[src/rtl/if_fetch_req_ctrl.sv]
// Fetch-request sequencer: issues IF fetches on a req/addr_ok/data_ok bus, discards
// responses of flushed fetches and buffers returned packets for the IF register.
module if_fetch_req_ctrl #(
    parameter int PC_W    = 32,
    parameter int DATA_W  = 64,
    parameter int MAX_OUT = 2
) (
    input  logic              clk,
    input  logic              rst_n,
    input  logic              pc_valid_i,
    input  logic [PC_W-1:0]   pc_i,
    output logic              pc_ready_o,
    output logic              inst_req_o,
    output logic [PC_W-1:0]   inst_addr_o,
    input  logic              inst_addr_ok_i,
    input  logic              inst_data_ok_i,
    input  logic [DATA_W-1:0] inst_rdata_i,
    input  logic              flush_i,
    output logic              out_valid_o,
    output logic [PC_W-1:0]   out_pc_o,
    output logic [DATA_W-1:0] out_data_o,
    input  logic              out_allowin_i,
    output logic [1:0]        outstanding_o,
    output logic [1:0]        cancel_cnt_o
);

    localparam int PTR_W = (MAX_OUT > 1) ? $clog2(MAX_OUT) : 1;

    typedef enum logic [1:0] {
        IDLE = 2'd0,
        CLR1 = 2'd1,
        CLR2 = 2'd2
    } cancel_state_t;

    cancel_state_t     cancel_q, cancel_d;

    logic [1:0]        outstanding_q;
    logic [1:0]        data_cnt_q;
    logic [2:0]        credit_used;

    logic [PC_W-1:0]   addr_mem [MAX_OUT];
    logic [PTR_W-1:0]  addr_wr_q, addr_rd_q;

    logic [PC_W-1:0]   dpc_mem  [MAX_OUT];
    logic [DATA_W-1:0] ddat_mem [MAX_OUT];
    logic [PTR_W-1:0]  data_wr_q, data_rd_q;

    logic              addr_push;
    logic              resp_valid;
    logic              data_push;
    logic              data_pop;

    function automatic logic [PTR_W-1:0] ptr_inc(input logic [PTR_W-1:0] p);
        return (p == PTR_W'(MAX_OUT - 1)) ? '0 : p + 1'b1;
    endfunction

    // Credit covers in-flight requests plus buffered packets, so a response always has a slot.
    assign credit_used = {1'b0, outstanding_q} + {1'b0, data_cnt_q};
    assign inst_req_o  = pc_valid_i && !flush_i && (credit_used < 3'(MAX_OUT));
    assign inst_addr_o = pc_i;
    assign pc_ready_o  = inst_req_o && inst_addr_ok_i;

    assign addr_push  = pc_ready_o;
    assign resp_valid = inst_data_ok_i && (outstanding_q != '0);
    assign data_push  = resp_valid && (cancel_q == IDLE) && !flush_i;
    assign data_pop   = out_valid_o && out_allowin_i;

    assign out_valid_o   = (data_cnt_q != '0);
    assign out_pc_o      = dpc_mem[data_rd_q];
    assign out_data_o    = ddat_mem[data_rd_q];
    assign outstanding_o = outstanding_q;
    assign cancel_cnt_o  = cancel_q;

    always_ff @(posedge clk) begin
        if (!rst_n) cancel_q <= IDLE;
        else        cancel_q <= cancel_d;
    end

    always_comb begin
        cancel_d = cancel_q;
        if (flush_i) begin
            cancel_d = cancel_state_t'(outstanding_q - {1'b0, resp_valid});
        end else if (resp_valid) begin
            case (cancel_q)
                CLR2:    cancel_d = CLR1;
                CLR1:    cancel_d = IDLE;
                default: cancel_d = cancel_q;
            endcase
        end
    end

    always_ff @(posedge clk) begin
        if (!rst_n) begin
            outstanding_q <= '0;
            addr_wr_q     <= '0;
            addr_rd_q     <= '0;
            data_cnt_q    <= '0;
            data_wr_q     <= '0;
            data_rd_q     <= '0;
            for (int unsigned i = 0; i < MAX_OUT; i++) begin
                addr_mem[i] <= '0;
                dpc_mem[i]  <= '0;
                ddat_mem[i] <= '0;
            end
        end else begin
            outstanding_q <= outstanding_q + {1'b0, addr_push} - {1'b0, resp_valid};
            if (addr_push) begin
                addr_mem[addr_wr_q] <= pc_i;
                addr_wr_q           <= ptr_inc(addr_wr_q);
            end
            if (resp_valid) addr_rd_q <= ptr_inc(addr_rd_q);

            if (data_push) begin
                dpc_mem[data_wr_q]  <= addr_mem[addr_rd_q];
                ddat_mem[data_wr_q] <= inst_rdata_i;
            end
            // Flush empties the packet buffer, overriding any same-cycle push or pop.
            if (flush_i) begin
                data_cnt_q <= '0;
                data_wr_q  <= '0;
                data_rd_q  <= '0;
            end else begin
                data_cnt_q <= data_cnt_q + {1'b0, data_push} - {1'b0, data_pop};
                if (data_push) data_wr_q <= ptr_inc(data_wr_q);
                if (data_pop)  data_rd_q <= ptr_inc(data_rd_q);
            end
        end
    end

    a_no_orphan_data_ok: assert property (@(posedge clk) disable iff (!rst_n)
        !(inst_data_ok_i && outstanding_q == '0));
    a_cancel_le_outstanding: assert property (@(posedge clk) disable iff (!rst_n)
        cancel_q <= outstanding_q);
    a_credit_bound: assert property (@(posedge clk) disable iff (!rst_n)
        credit_used <= 3'(MAX_OUT));

endmodule

[config.mk]
export PLATFORM = sky130hd
export DESIGN_NAME = if_fetch_req_ctrl
export DESIGN_NICKNAME = d
export VERILOG_FILES = /design/src/rtl/if_fetch_req_ctrl.sv
export SDC_FILE = /design/constraint.sdc
export NUM_CORES = 1
export LEC_CHECK = 0
export ABC_AREA = 1
export BUFFER_PORTS_ARGS = -buffer_cell sky130_fd_sc_hd__buf_2
export CORE_ASPECT_RATIO = 0.7
export CORE_UTILIZATION = 51
export CTS_BUF_LIST = sky130_fd_sc_hd__clkbuf_8
export DETAILED_ROUTE_END_ITERATION = 10
export PLACE_DENSITY_LB_ADDON = 0.15
export SLEW_MARGIN = 20
export SYNTH_ARGS = -nofsm -noshare
export SYNTH_HDL_FRONTEND = slang
export SYNTH_SLANG_ARGS = --single-unit
[constraint.sdc]
create_clock -name clk -period 4 [get_ports clk]
set_input_delay 0.4 -clock clk [delete_from_list [all_inputs] [get_ports clk]]
set_output_delay 0.4 -clock clk [all_outputs]
set_load 0.1 [all_outputs]
Word level (Yosys, flattened, before mapping) --
Memory sizes are Yosys's and may differ from the RTL's. A register that Yosys moved wholly into a read port is not among the register bits. Cells that the tools add are included.
Storage, ports and cells: logic and storage cells 71, output and inout bits 135, memory bits (read-only) 0, bits in latches 0, input port bits 103, memories kept 3, bits in writable memories 256, register bits after elaboration 10
Memories:
- ddat_mem | depth 2, bits a word 64, rd ports 1, clocked after Yosys merged registers in 1, write ports 2, line 45 | logic [DATA_W-1:0] ddat_mem [MAX_OUT];
- addr_mem | depth 2, bits a word 32, rd ports 1, clocked after Yosys merged registers in 1, write ports 2, line 41 | logic [PC_W-1:0] addr_mem [MAX_OUT];
- dpc_mem | depth 2, bits a word 32, rd ports 1, clocked after Yosys merged registers in 1, write ports 2, line 44 | logic [PC_W-1:0] dpc_mem [MAX_OUT];
Cells by class: bitwise gates (word level) 1, divide/modulo/power cells 0, order comparisons 1, reduce and logical (&&, ||, !) cells 18, eq/ne operators 2, multiply operators 0, shift-type cells 0, add/sub/neg operators 10, muxes and demuxes 29
Operators with widths (number):
- 32-bit 2-to-1 mux | 2
- 64-bit 2-to-1 mux | 1
- 32-bit OR reduction | 2
- 64-bit OR reduction | 1
- 1-bit 2-to-1 mux | 23
- 1-bit logical AND | 7
- 2-bit nonzero test | 3
- 2-bit by 1-bit subtractor with 2-bit output | 3
- 1-bit adder (second input constant) | 4
- 2-bit by 1-bit adder with 2-bit output | 2
- 2-bit 2-to-1 mux | 2
- 2-bit case mux with 2 select lines | 1
- 2-bit by 2-bit adder with 3-bit output | 1
- 3-bit by 2-bit less-than comparator with 1-bit output (second input constant) | 1
- 3-bit nonzero test | 1
- 2-bit by 1-bit equality test with 1-bit output (second input constant) | 1
- 2-bit equality test (second input constant) | 1
- 2-bit zero test | 1
- 2-bit AND reduction | 1
- 2-bit OR reduction | 1
- 1-bit zero test | 1
- 1-bit inverter | 1

Longest topological paths before layout --
Gate-level depths: netlist of run 1.
depth in word-level cells 9, depth in mapped cells 10, depth with buffers taken out 10

Worst setup path before layout of run 1 --
Ideal clock, no wire load.
path type register to register, start point register outstanding_q[1] (netlist: outstanding_o[1]), end point memory ddat_mem[0][0], enable pin, path buffers 2, setup slack -513 ps, stages on the path, launching flop included 9, setup time 458 ps, data required time 3542 ps, arrival 4056 ps, clock period less this slack 4513 ps, cells stage by stage dfxtp_1 nor2_1 nor2_4 inv_2 nor2_8 nand3b_4 buf_6 buf_2 nand2_1
RTL lines:
- start, declared | line 37 | logic [1:0] outstanding_q;
- start signal, assigned | line 106 | outstanding_q <= outstanding_q + {1'b0, addr_push} - {1'b0, resp_valid};
- end, declared | line 45

==> results.sh, run 1 <==
export IMPL_setup_viol=0
export IMPL_wl_per_cell_um=15.7
export IMPL_crit_fanout=46
export IMPL_clock_sinks=268
export IMPL_fin_cells=1455
export IMPL_fin_worst_skew_ns=0.0112
export IMPL_clk_pin_slew_worst_paths_ns=0.06
export IMPL_p_per_area_nw_per_um2=515
export IMPL_syn_area_per_cell_um2=12.9
export IMPL_cts_htree_levels=2
export IMPL_cts_resized=0
export IMPL_cts_max_path_buffers=3
export IMPL_final_cell_mix="256 x edfxtp_1, 254 x nor2_1, 237 x buf_2"
export IMPL_final_util_pct=62.0
export IMPL_cp_start_kind="flip-flop"
export IMPL_outcome="finished clean"
export IMPL_areaGrowthSynthToFinish_pct=17.3
export IMPL_antenna_found_initial=1
export IMPL_final_setup_tns_ns=0
export IMPL_cts_setup_buffers=0
export IMPL_end_kind="output port"
export IMPL_synth_warnings=0
export IMPL_period_share_pct=70.1
export IMPL_ys_types=25
export IMPL_critPathKind="reg2out"
export IMPL_slowest_delay_ns=0.82
export IMPL_die_h_um=128
export IMPL_critical_path_arrival_ns=2.40
export IMPL_dr_pass1_iters=5
export IMPL_synth_edf_count=256
export IMPL_maxCapViolCount=0
export IMPL_critical_path_buf_inv_count=2
export IMPL_dp_final_hpwl_um=14000
export IMPL_die_w_um=183
export IMPL_ys_seq_area_share_pct=68.1
export IMPL_fmax_mhz=357
export IMPL_hp_class="in2reg"
export IMPL_initial_core_util_pct=52.9
export IMPL_first_iter_violations=328
export IMPL_relSlewSlack_pct=30.5
export IMPL_overflow=0
export IMPL_root_buffer="clkbuf_8"
export IMPL_postSynth_asyncResetShare_pct=0
export IMPL_ys_flop_type="edfxtp_1"
export IMPL_layout_nets=1228
export IMPL_cts_tree="done"
export IMPL_grt_max_degree=58
export IMPL_dp_cells=1380
export IMPL_slowest_stage="dfxtp_4"
export IMPL_ir_drop_mv=0.297
export IMPL_syn_nets=1011
export IMPL_wirelength_um=22800
export IMPL_cts_buffers=42
export IMPL_critPathTopFamily="flip-flops"
export IMPL_vias=6964
export IMPL_drive_gt1_share_pct=36.3
export IMPL_crit_required_ns=3.60
export IMPL_grt_pass1_wl_um=35300
export IMPL_mostFrequentLayoutCell="edfxtp_1"
export IMPL_tightest_slew_ns=1.04
export IMPL_ant_nets=0
export IMPL_hold_buffers=0
export IMPL_syn_instance_count=902
export IMPL_gp_congestion=0.769
export IMPL_rows=45
export IMPL_hold_worst_slack_ns=0.180
export IMPL_hold_viol_final=0
export IMPL_rsz0062_at_grt="false"
export IMPL_crit_chain="buf_4, mux2_2, buf_2"
export IMPL_ios=238
export IMPL_finalPower_mw=7.03
export IMPL_place_port_buffers=237
export IMPL_core_um2=22000
export IMPL_die_area_um2=23400
export IMPL_min_period_ns=2.80
export IMPL_grt_pass1_vias=6881
export IMPL_synth_seq_cells=268
export IMPL_insertion_delay_ns=0.52
export IMPL_maxSlewViolCount=0
export IMPL_grt_usage_pct=19.7
export IMPL_viasPerCell=4.79
export IMPL_drc=0
export IMPL_synth_area_um2=11600
export IMPL_leakage_nw=6.07
synth_stat cells (4+ instances only):
library cell  instances  area share (%)
buf_4                32             2.1
a21oi_1               9            0.39
buf_2                18            0.77
inv_1               111             3.6
buf_6                 6            0.58
nand2_1              20            0.64
mux2i_1              32             2.8
o21ai_0               5            0.21
nor2_1              254             8.2
edfxtp_1            256              66
mux2_2               96             9.3
nor2_4               11             1.1
dfxtp_1              12             2.1
clkbuf_1             19            0.61
nand3_1               4            0.17
ha_1                  5            0.54
report_power, final:
part           internal (mW)  switching, mW  leakage (nW)
Sequential              3.26          0.106          2.75
Clock                   1.11           1.02         0.465
Combinational          0.307           1.23          2.85
Total                   4.68           2.35          6.07
final cells by class:
class / instances / area, µm²
diodes: 1 / 2.50
flip-flops and latches: 268 / 7930
inverters: 113 / 424
clock buffers: 46 / 633
multi-input cells: 446 / 2850
clock inverters: 28 / 135
repair buffers: 248 / 1290
well taps: 305 / 382
fillers: 1782 / 8360
routing by layer:
layer | vias up | routed length [µm] | global-route usage [%]
li1 | 3415 | - | -
met1 | 3280 | 10400 | 27.0
met2 | 231 | 10400 | 32.3
met3 | 38 | 1540 | 4.19
met4 | 0 | 403 | 5.39
met5 | - | 0 | 0
flip-flops by register name, indices dropped and copies added (netlist names), named ones only:
name and flops:
addr_mem 64, addr_rd_q 1, addr_wr_q 1, cancel_cnt_o 2
data_cnt_q 2, data_rd_q 1, data_wr_q 1, ddat_mem 128
dpc_mem 64, outstanding_o 2
metrics by stage:
stage	setup slack, ns	cell area (µm²)
2_1_floorplan	0.205	11600
3_3_place_gp	1.04	12900
3_5_place_dp	0.969	12900
4_1_cts	1.13	13600
5_1_grt	0.970	13600
6_report	1.20	13700
cells by family (layout without fill, tap and decap cells):
family | count (synthesis) | count (layout) | synth area share (%)
compound gates | 15 | 15 | 0.666
xor+xnor | 2 | 2 | 0.151
fa+ha+maj | 6 | 6 | 0.709
buf+inv | 188 | 435 | 7.67
flops | 268 | 268 | 68.1
mux | 128 | 128 | 12.0
other cells | 0 | 1 | 0
simple gates | 295 | 295 | 10.7
path summary, 6_finish.rpt:
kind / end / slack, ns / startpoint / cells after the start
max: out_data_o[52] / 1.20 / flip-flop / 3
min: ddat_mem[0][6] / 0.18 / inst_rdata_i[6] / 3
max reg2reg: dpc_mem[0][24] / 1.22 / outstanding_o[1] / 7
min reg2reg: flip-flop / 0.45 / data_rd_q / 1
worst register-to-register path, cell delays in order, from the launching register on:
cell and delay [ns]:
dfxtp_2 0.38, nor2_1 0.08, nor2_4 0.16, inv_2 0.09, nor2_8 0.14, nand3b_4 0.45
nand2_4 0.76, buf_12 0.37
(Power assumes the default switching activity.)
==> inputs of run 2 (changes only) <==
- CORE_UTILIZATION: 51 -> 55
- clock period: 4 -> 2.95 ns (I/O delays scaled with it)
==> run 2 against run 1 <==
  * Hold slack lost 0.090 ns
  * Non-clock buffer count grew 2
  * Setup slack lost 0.91 ns
  * Critical path depth grew 4
  * Cell count shrank 1.9%
  * Via count shrank 0.23%
  * Wire length shrank 3.3%
  * Register-to-register slack lost 0.60 ns
  * Global-route usage grew 0.77 points
  * Combinational power grew 39%
  * Flip-flop and latch count is the same
  * Largest cell class unchanged
==> results.sh, run 2 (synthesized netlist as in run 1, its figures left out) <==
export IMPL_outcome="finished clean"
export IMPL_critical_path_arrival_ns=2.37
export IMPL_dp_final_hpwl_um=13400
export IMPL_final_util_pct=66.1
export IMPL_maxCapViolCount=0
export IMPL_diodes=0
export IMPL_rsz0062_at_grt="false"
export IMPL_crit_required_ns=2.65
export IMPL_setup_viol=0
export IMPL_mostFrequentLayoutCell="edfxtp_1"
export IMPL_r2r_start="data_cnt_q[0]"
export IMPL_switching_power_mw=3.18
export IMPL_slowest_stage="buf_2"
export IMPL_grt_pass1_wl_um=34000
export IMPL_ant_nets=0
export IMPL_overflow=0
export IMPL_ir_drop_mv=0.421
export IMPL_clkPwrFrac_pct=30.2
export IMPL_largest_register="ddat_mem"
export IMPL_clock_sinks=268
export IMPL_p_per_area_nw_per_um2=696
export IMPL_antenna_found_initial=0
export IMPL_place_area_um2=13000
export IMPL_place_port_buffers=237
export IMPL_min_from="inst_rdata_i[21]"
export IMPL_p_seq_share_pct=47.4
export IMPL_end_kind="output port"
export IMPL_clk_pin_slew_worst_paths_ns=0.07
export IMPL_initial_core_util_pct=56.1
export IMPL_gp_congestion=0.774
export IMPL_leakage_nw=6.09
export IMPL_p_sw_share_pct=33.3
export IMPL_vias=6948
export IMPL_grt_max_degree=97
export IMPL_die_w_um=176
export IMPL_min_period_ns=2.66
export IMPL_hold_viol_final=0
export IMPL_fin_worst_skew_ns=0.0169
export IMPL_crit_chain="nand2_1, inv_1, fa_1, nor2_1, nand4_1, clkinvlp_4, buf_2"
export IMPL_relSlewSlack_pct=62.1
export IMPL_first_iter_violations=573
export IMPL_power_internal_mw=6.37
export IMPL_tightest_slew_ns=0.568
export IMPL_areaGrowthSynthToFinish_pct=17.9
export IMPL_period_share_pct=90.3
export IMPL_critPathTopFamily="buffers and inverters"
export IMPL_cts_tree="done"
export IMPL_dr_wl_met2_um=10200
export IMPL_hold_buffers=0
export IMPL_cts_buffers=42
export IMPL_cts_max_path_buffers=3
export IMPL_cp_start_kind="flip-flop"
export IMPL_critPathKind="reg2out"
export IMPL_slowest_delay_ns=0.43
export IMPL_die_area_um2=21800
export IMPL_worst_r2r_setup_slack_ns=0.62
export IMPL_final_setup_tns_ns=0
export IMPL_dr_pass1_iters=5
export IMPL_stdcell_area_um2=13700
export IMPL_startpoint="data_cnt_q[0]"
export IMPL_wirelength_um=22000
export IMPL_drc=0
export IMPL_ios=238
export IMPL_wl_per_cell_um=15.4
export IMPL_drive_gt1_share_pct=36.9
export IMPL_maxSlewViolCount=0
export IMPL_crit_fanout=4
export IMPL_cts_setup_buffers=0
export IMPL_routed_top_layer="met4"
export IMPL_largest_register_ffs=128
export IMPL_rows=44
export IMPL_wl_met3_um=1500
export IMPL_insertion_delay_ns=0.52
export IMPL_combPwrFrac_pct=22.4
export IMPL_layout_nets=1230
export IMPL_grt_pass1_vias=6652
export IMPL_viasPerCell=4.87
export IMPL_final_cell_mix="256 x edfxtp_1, 254 x nor2_1, 237 x buf_2"
export IMPL_cts_resized=0
export IMPL_die_h_um=124
export IMPL_m1WireLength_um=10000
export IMPL_cts_htree_levels=2
export IMPL_fmax_mhz=375
export IMPL_top_regs="ddat_mem (128), addr_mem (64), dpc_mem (64)"
export IMPL_grt_usage_pct=20.5
export IMPL_critical_path_buf_inv_count=3
export IMPL_core_um2=20800
export IMPL_hp_class="in2reg"
export IMPL_root_buffer="clkbuf_8"
run 2: cell count changes in the layout (fill, tap and decap cells not counted), moves of 3 or more:
cell	delta
clkinv_2	+4
buf_4	-4
clkinv_1	+3
inv_1	-6
buf_12	+6
run 2: area by class of cell:
type	instances	area (µm²)
Sequential cell	268	7940
Clock buffer	46	633
Multi-Input combinational cell	446	2860
Tap cell	276	345
Fill cell	1622	7030
Clock inverter	29	140
Timing Repair Buffer	250	1380
Inverter	113	428
run 2: power by group through the flow:
stage	registers [mW]	clock network (mW)	logic [mW]
after global routing	4.56	3.12	2.26
after CTS	4.54	2.96	2.16
final	4.53	2.88	2.14
after detailed placement	4.62	0	2.15
after floorplan	4.68	0	1.69
after global placement	4.60	0	2.15
run 2: worst reg2reg max path, cell delays in order, from the launching register on:
cell and delay, ns:
dfxtp_1 0.39, nand2_1 0.07, inv_1 0.06, fa_1 0.41, nor2_1 0.15, nand4_1 0.19
nor2_1 0.14, nand2_1 0.09, nand2_2 0.07, buf_4 0.38
run 2: worst paths after layout:
| path | endpoint | cells past startpoint |
|---|---|---|
| max | pc_ready_o | 7 |
| min | ddat_mem[1][21] | 3 |
| max reg2reg | addr_mem[0][22] | 9 |
| min reg2reg | flip-flop | 1 |
run 2: metal layers:
metal,global-route usage [%],vias to the layer above
li1,-,3420
met1,27.8,3285
met2,33.2,223
met3,5.01,20
met4,5.82,0
met5,0,-
run 2: per-stage QoR:
step	hold slack (ns)	total power [mW]	setup slack, ns	cells
2_1_floorplan	0.425	6.38	0.00642	902
4_1_cts	0.0486	9.65	0.251	1428
6_report	0.0897	9.56	0.286	1428
3_3_place_gp	0.428	6.75	0.690	1353
3_5_place_dp	0.433	6.77	0.638	1353
5_1_grt	0.0670	9.94	0.124	1428
